**src/rtl/div_unit.sv**
```systemverilog
// div_unit: multi-cycle radix-2 restoring divider for DIV/DIVU.
// Produces quotient on lo_o and remainder on hi_o. It holds the pipeline
// through stall_o while it iterates, one quotient bit per cycle.
// Signed operands are divided as magnitudes, and the signs are fixed up
// on the edge that enters DONE.

module div_unit #(
  parameter int WIDTH = 32
) (
  input  logic             clk,
  input  logic             rst,
  input  logic [WIDTH-1:0] a,
  input  logic [WIDTH-1:0] b,
  input  logic             signed_div,
  input  logic             start,
  input  logic             annul,
  input  logic             hold,
  output logic             stall_o,
  output logic             ready_o,
  output logic [WIDTH-1:0] hi_o,
  output logic [WIDTH-1:0] lo_o,
  output logic             div_by_zero
);

  localparam int CNT_W = (WIDTH > 1) ? $clog2(WIDTH) : 1;
  localparam logic [CNT_W-1:0] CNT_LAST = CNT_W'(WIDTH - 1);
  localparam logic [CNT_W-1:0] CNT_ONE  = CNT_W'(1);
  localparam logic [CNT_W-1:0] CNT_ZERO = CNT_W'(0);
  localparam logic [WIDTH-1:0] ZERO_W   = {WIDTH{1'b0}};
  localparam logic [WIDTH-1:0] ONES_W   = {WIDTH{1'b1}};

  typedef enum logic [1:0] {
    ST_IDLE = 2'd0,
    ST_BUSY = 2'd1,
    ST_DONE = 2'd2
  } state_t;

  // Two's complement negation, wrapping modulo 2^WIDTH.
  function automatic logic [WIDTH-1:0] twos_neg(input logic [WIDTH-1:0] x);
    return (~x) + {{(WIDTH-1){1'b0}}, 1'b1};
  endfunction

  // Magnitude of x when treated as signed; raw value otherwise.
  function automatic logic [WIDTH-1:0] magnitude(input logic [WIDTH-1:0] x,
                                                 input logic             is_signed);
    logic [WIDTH-1:0] m;
    if (is_signed && x[WIDTH-1]) begin
      m = twos_neg(x);
    end else begin
      m = x;
    end
    return m;
  endfunction

  state_t           state_r;
  state_t           next_state_s;
  logic [CNT_W-1:0] cnt_r;
  logic [WIDTH-1:0] rem_r;
  logic [WIDTH-1:0] quo_r;
  logic [WIDTH-1:0] dvsr_r;
  logic             neg_quo_r;
  logic             neg_rem_r;
  logic [WIDTH-1:0] hi_r;
  logic [WIDTH-1:0] lo_r;
  logic             ready_r;
  logic             dbz_r;

  logic             launch_s;
  logic             b_zero_s;
  logic [WIDTH:0]   rem_sh_s;
  logic [WIDTH+1:0] trial_s;
  logic             trial_neg_s;
  logic [WIDTH-1:0] rem_step_s;
  logic [WIDTH-1:0] quo_step_s;
  logic             stall_s;

  assign launch_s = start & ~annul;
  assign b_zero_s = (b == ZERO_W);

  // One restoring step: shift {rem,quo} left and trial-subtract the divisor.
  always_comb begin
    rem_sh_s    = {rem_r, quo_r[WIDTH-1]};
    trial_s     = {1'b0, rem_sh_s} - {2'b00, dvsr_r};
    trial_neg_s = trial_s[WIDTH+1];
    if (trial_neg_s) begin
      rem_step_s = rem_sh_s[WIDTH-1:0];
    end else begin
      rem_step_s = trial_s[WIDTH-1:0];
    end
    quo_step_s = {quo_r[WIDTH-2:0], ~trial_neg_s};
  end

  // Next-state selection; annul overrides start and hold in every state.
  always_comb begin
    next_state_s = state_r;
    if (annul) begin
      next_state_s = ST_IDLE;
    end else begin
      case (state_r)
        ST_IDLE: begin
          if (start) begin
            if (b_zero_s) begin
              next_state_s = ST_DONE;
            end else begin
              next_state_s = ST_BUSY;
            end
          end else begin
            next_state_s = ST_IDLE;
          end
        end
        ST_BUSY: begin
          if (cnt_r == CNT_LAST) begin
            next_state_s = ST_DONE;
          end else begin
            next_state_s = ST_BUSY;
          end
        end
        ST_DONE: begin
          if (hold) begin
            next_state_s = ST_DONE;
          end else begin
            next_state_s = ST_IDLE;
          end
        end
        default: next_state_s = ST_IDLE;
      endcase
    end
  end

  // Pipeline freeze request; must read 0 while reset is asserted.
  always_comb begin
    stall_s = 1'b0;
    if (rst) begin
      stall_s = 1'b0;
    end else begin
      case (state_r)
        ST_IDLE: stall_s = launch_s;
        ST_BUSY: stall_s = ~annul;
        ST_DONE: stall_s = 1'b0;
        default: stall_s = 1'b0;
      endcase
    end
  end

  // State register.
  always_ff @(posedge clk or posedge rst) begin
    if (rst) begin
      state_r <= ST_IDLE;
    end else begin
      state_r <= next_state_s;
    end
  end

  // Datapath: operand capture, iteration and result registers.
  always_ff @(posedge clk or posedge rst) begin
    if (rst) begin
      cnt_r     <= CNT_ZERO;
      rem_r     <= ZERO_W;
      quo_r     <= ZERO_W;
      dvsr_r    <= ZERO_W;
      neg_quo_r <= 1'b0;
      neg_rem_r <= 1'b0;
      hi_r      <= ZERO_W;
      lo_r      <= ZERO_W;
      dbz_r     <= 1'b0;
    end else begin
      case (state_r)
        ST_IDLE: begin
          if (launch_s) begin
            dvsr_r    <= magnitude(b, signed_div);
            quo_r     <= magnitude(a, signed_div);
            rem_r     <= ZERO_W;
            cnt_r     <= CNT_ZERO;
            neg_quo_r <= signed_div & (a[WIDTH-1] ^ b[WIDTH-1]);
            neg_rem_r <= signed_div & a[WIDTH-1];
            if (b_zero_s) begin
              // Divide by zero: quotient saturates, remainder is the dividend.
              hi_r  <= a;
              lo_r  <= ONES_W;
              dbz_r <= 1'b1;
            end
          end
        end
        ST_BUSY: begin
          if (!annul) begin
            rem_r <= rem_step_s;
            quo_r <= quo_step_s;
            cnt_r <= cnt_r + CNT_ONE;
            if (cnt_r == CNT_LAST) begin
              // Final step: apply sign correction while registering results.
              lo_r  <= neg_quo_r ? twos_neg(quo_step_s) : quo_step_s;
              hi_r  <= neg_rem_r ? twos_neg(rem_step_s) : rem_step_s;
              dbz_r <= 1'b0;
            end
          end
        end
        ST_DONE: begin
          cnt_r <= cnt_r;
        end
        default: begin
          cnt_r <= CNT_ZERO;
        end
      endcase
    end
  end

  // Registered result strobe, high exactly while in DONE.
  always_ff @(posedge clk or posedge rst) begin
    if (rst) begin
      ready_r <= 1'b0;
    end else begin
      ready_r <= (next_state_s == ST_DONE);
    end
  end

  assign stall_o     = stall_s;
  assign ready_o     = ready_r;
  assign hi_o        = hi_r;
  assign lo_o        = lo_r;
  assign div_by_zero = dbz_r;

endmodule

```
**config.mk**
```make
export PLATFORM = sky130hd
export DESIGN_NAME = div_unit
export DESIGN_NICKNAME = d
export VERILOG_FILES = /design/src/rtl/div_unit.sv
export SDC_FILE = /design/constraint.sdc
export NUM_CORES = 1
export LEC_CHECK = 0
export ABC_AREA = 1
export CORE_AREA = 3 3 167 169
export DETAILED_ROUTE_END_ITERATION = 16
export DIE_AREA = 0 0 170 172
export GPL_TIMING_DRIVEN = 0
export PLACE_DENSITY = 0.73
export SETUP_SLACK_MARGIN = 0.3
export SYNTH_ARGS = -nofsm -noshare
export SYNTH_HDL_FRONTEND = slang
export SYNTH_SLANG_ARGS = --single-unit
```
**constraint.sdc**
```tcl
create_clock -name clk -period 5.48 [get_ports clk]
set_input_delay 0.822 -clock clk [delete_from_list [all_inputs] [get_ports clk]]
set_output_delay 0.822 -clock clk [all_outputs]
set_load 0.01 [all_outputs]
```
==> out/results.ini <==
[grt]
antenna_found_initial = 1
grt_pass1_wl_mm = 74.2
gr-usage-all-layers_pct = 33.0
grt.overflow.total = 0
grt_max_degree = 45
grt_pass1_vias = 13300

[sta]
rsz0062_at_grt = false
hold_viol_final = 0
setup_ws_ps = 468
skew_ps = 17.6
relSlewSlack_pct = 38.6
period_share_pct = 91.5
period_needed_ps = 5010
slew_violations = 0
max_slew.worst_pin.slew_ps = 921
hold_slack_ps = 479
fin_setup_tns_ps = 0
fmax_ghz = 0.200
setup_viol = 0

[logic_synthesis]
synth.top_cells.by_count = 642 x nand2_1, 275 x inv_1, 205 x nor2_1
yosysWarningCount = 0
yosys.area.top_type = dfrtp_1
synthCells = 2025
synthArstFlopShare_pct = 100
synth_most_common_cell = nand2_1
synth_edf_count = 0
ys_seq_elements = 171
synth_top_flop_cell = dfrtp_1
syn_area_mm2 = 0.0131
syn_nets = 2134
seq_area_frac_synth_pct = 32.6
avgSynthCellArea_um2 = 6.49
synth.area.top_cells = dfrtp_1 33%, nand2_1 18%, inv_1 7.9%, nor2_1 5.9%, nand3_1 4.5%
synth.top_cell.area_share_pct = 32.6
yosysUniqueCellTypes = 60

[finish]
area_delta_synth_final_pct = 18.8
diodes = 0
fin_area_mm2 = 0.0156
final_util_pct = 58.4
drive_gt1_share_pct = 4.92
nNetsFinal = 2293
n_fill_cell = 2647
instances_no_fill = 2537

[worst_setup_path]
critPathCapture = stall_o
rr_endpoint = lo_o[30]
critPathLaunchType = input port
cp_max_fo = 10
path_class = in -> out
startpoint = annul
crit_arrival_ps = 4190
end_kind = output port
r2r_slack_ps = 680
r2r_cells = 26
r2r_start = dvsr_r[7]
critPathRequiredTime_ps = 4660

[power_and_ir_drop]
p_sw_mw = 4.77
clockPowerShare_pct = 13.9
power_frac_comb_pct = 63.8
p_per_area_mw_per_mm2 = 581
power.internal_mw = 4.30
p_total_mw = 9.07
p_sw_share_pct = 52.6
power_frac_seq_pct = 22.3
p_leak_nw = 7.73
ir_drop_mv = 0.330

[routing]
first_iter_violations = 1604
wl_per_cell_um = 19.1
vias = 14300
drc_errors = 0
drt_first_pass_iters = 6
avgViaCountPerCell = 5.65
antenna_left = 0
routed_wl_mm = 48.4

[placed_design]
dp_cells = 2506
place_hpwl_mm = 38.9
place_congestion = 0.998
place_worst_setup_slack_ps = 629
dpl-instance-area_mm2 = 0.0150
numPortBuffers = 136

[clock_tree]
clock_tree.htree_level_count = 4
hold_buffers = 0
cts_inserted_buffers = 17
cts_resized = 0
clock_latency_ps = 440
clk_path_buf_depth = 2
cts_tree = yes
cts_sinks = 171
clk_pin_slew_ps = 70
cts_setup_buffers = 0
cts-root-buf = clkbuf_16

[outcome]
status = finished clean

[die]
die-area_mm2 = 0.0292
initial_utilization_pct = 49.1
coreArea_mm2 = 0.0267
io_pins = 137
die_w_um = 170
rows = 60
die_h_um = 172

[min_path]
hold_path_class = reg -> reg

[flow_run]
drv_cap = 0

[cells by family (layout without fill, tap and decap cells)]
kind of cell,after synthesis,in the layout,synth area share [%]
AND/OR/NAND/NOR,1089,1089,35.2
buffers and inverters,357,528,10.5
AO/OA/AOI/OAI,304,304,13.6
flip-flops,171,171,32.6
XOR/XNOR,65,65,4.33
adder cells (fa/ha/maj),39,39,3.77
[layout make-up]
type                    instances  area (µm²)  share of cell area [%]
inverters                     288        1080                    6.95
clock buffers                  18         439                    2.81
clock inverters                13         153                   0.978
plain buffers                  69         303                    1.94
repair buffers                140        1440                    9.24
flip-flops and latches        171        4280                    27.4
well taps                     341         427                    2.73
multi-input cells            1497        7470                    47.9
[cells in the final DEF, fill, tap and decap left out, drive strengths merged, types with 3 or more instances in the layout]
cell,count
a22oi,3
o22ai,14
or2,7
xnor2,11
clkbuf,72
clkinvlp,3
a21oi,89
buf,19
o211ai,26
o21ai,118
clkdlybuf4s50,136
nand4,31
o31ai,8
nor4,11
nand2,658
and2,3
nor2,220
nand3,121
nor3,25
a31oi,22
clkinv,5
o21a,3
xor2,54
inv,292
o2111ai,3
a41oi,3
nand3b,9
ha,38
dfrtp,171
o311ai,3
[registers in the layout, summed over array words and instances, names as in the netlist]
name and flops:
cnt_r 5, neg_quo_r 1, neg_rem_r 1, state_r 2
hi_o 32, quo_r 32, ready_o 1, lo_o 32
dvsr_r 32, rem_r 32, div_by_zero 1
[critical path: stages]
cell and delay, ps:
clkdlybuf4s50_1 790, nor2_1 180, inv_2 190, nand2_1 160
clkinv_1 230, clkbuf_1 530, buf_1 670, nor2_1 90
clkdlybuf4s50_1 510
[routing by layer]
| metal | global-route usage, % | wire length [µm] |
|---|---|---|
| met4 | 9.98 | 1360 |
| met5 | 0 | 0 |
| met2 | 48.6 | 20100 |
| met3 | 6.49 | 4630 |
| met1 | 49.1 | 22300 |
[power by group through the flow]
stage               Sequential (mW)  Clock, mW  Combinational [mW]
floorplan                      2.01          0                3.84
global placement               2.02          0                5.58
detailed placement             2.03          0                5.67
CTS                            2.01       1.26                5.69
global route                   2.07       1.32                6.42
finish                         2.02       1.26                5.79
[worst min-delay path by stage]
stage / startpoint / end / slack (ps) / cells after the start
3_3_place_gp: hi_o[10] / hi_o[10] / 470 / 2
4_1_cts: hi_o[10] / hi_o[10] / 490 / 2
5_1_grt: hi_o[10] / hi_o[10] / 500 / 2
3_5_place_dp: lo_o[11] / lo_o[11] / 470 / 2
2_1_floorplan: dvsr_r[10] / dvsr_r[10] / 450 / 2
6_report: lo_o[19] / lo_o[19] / 480 / 2
No activity file was read; power rests on OpenSTA's default activity.
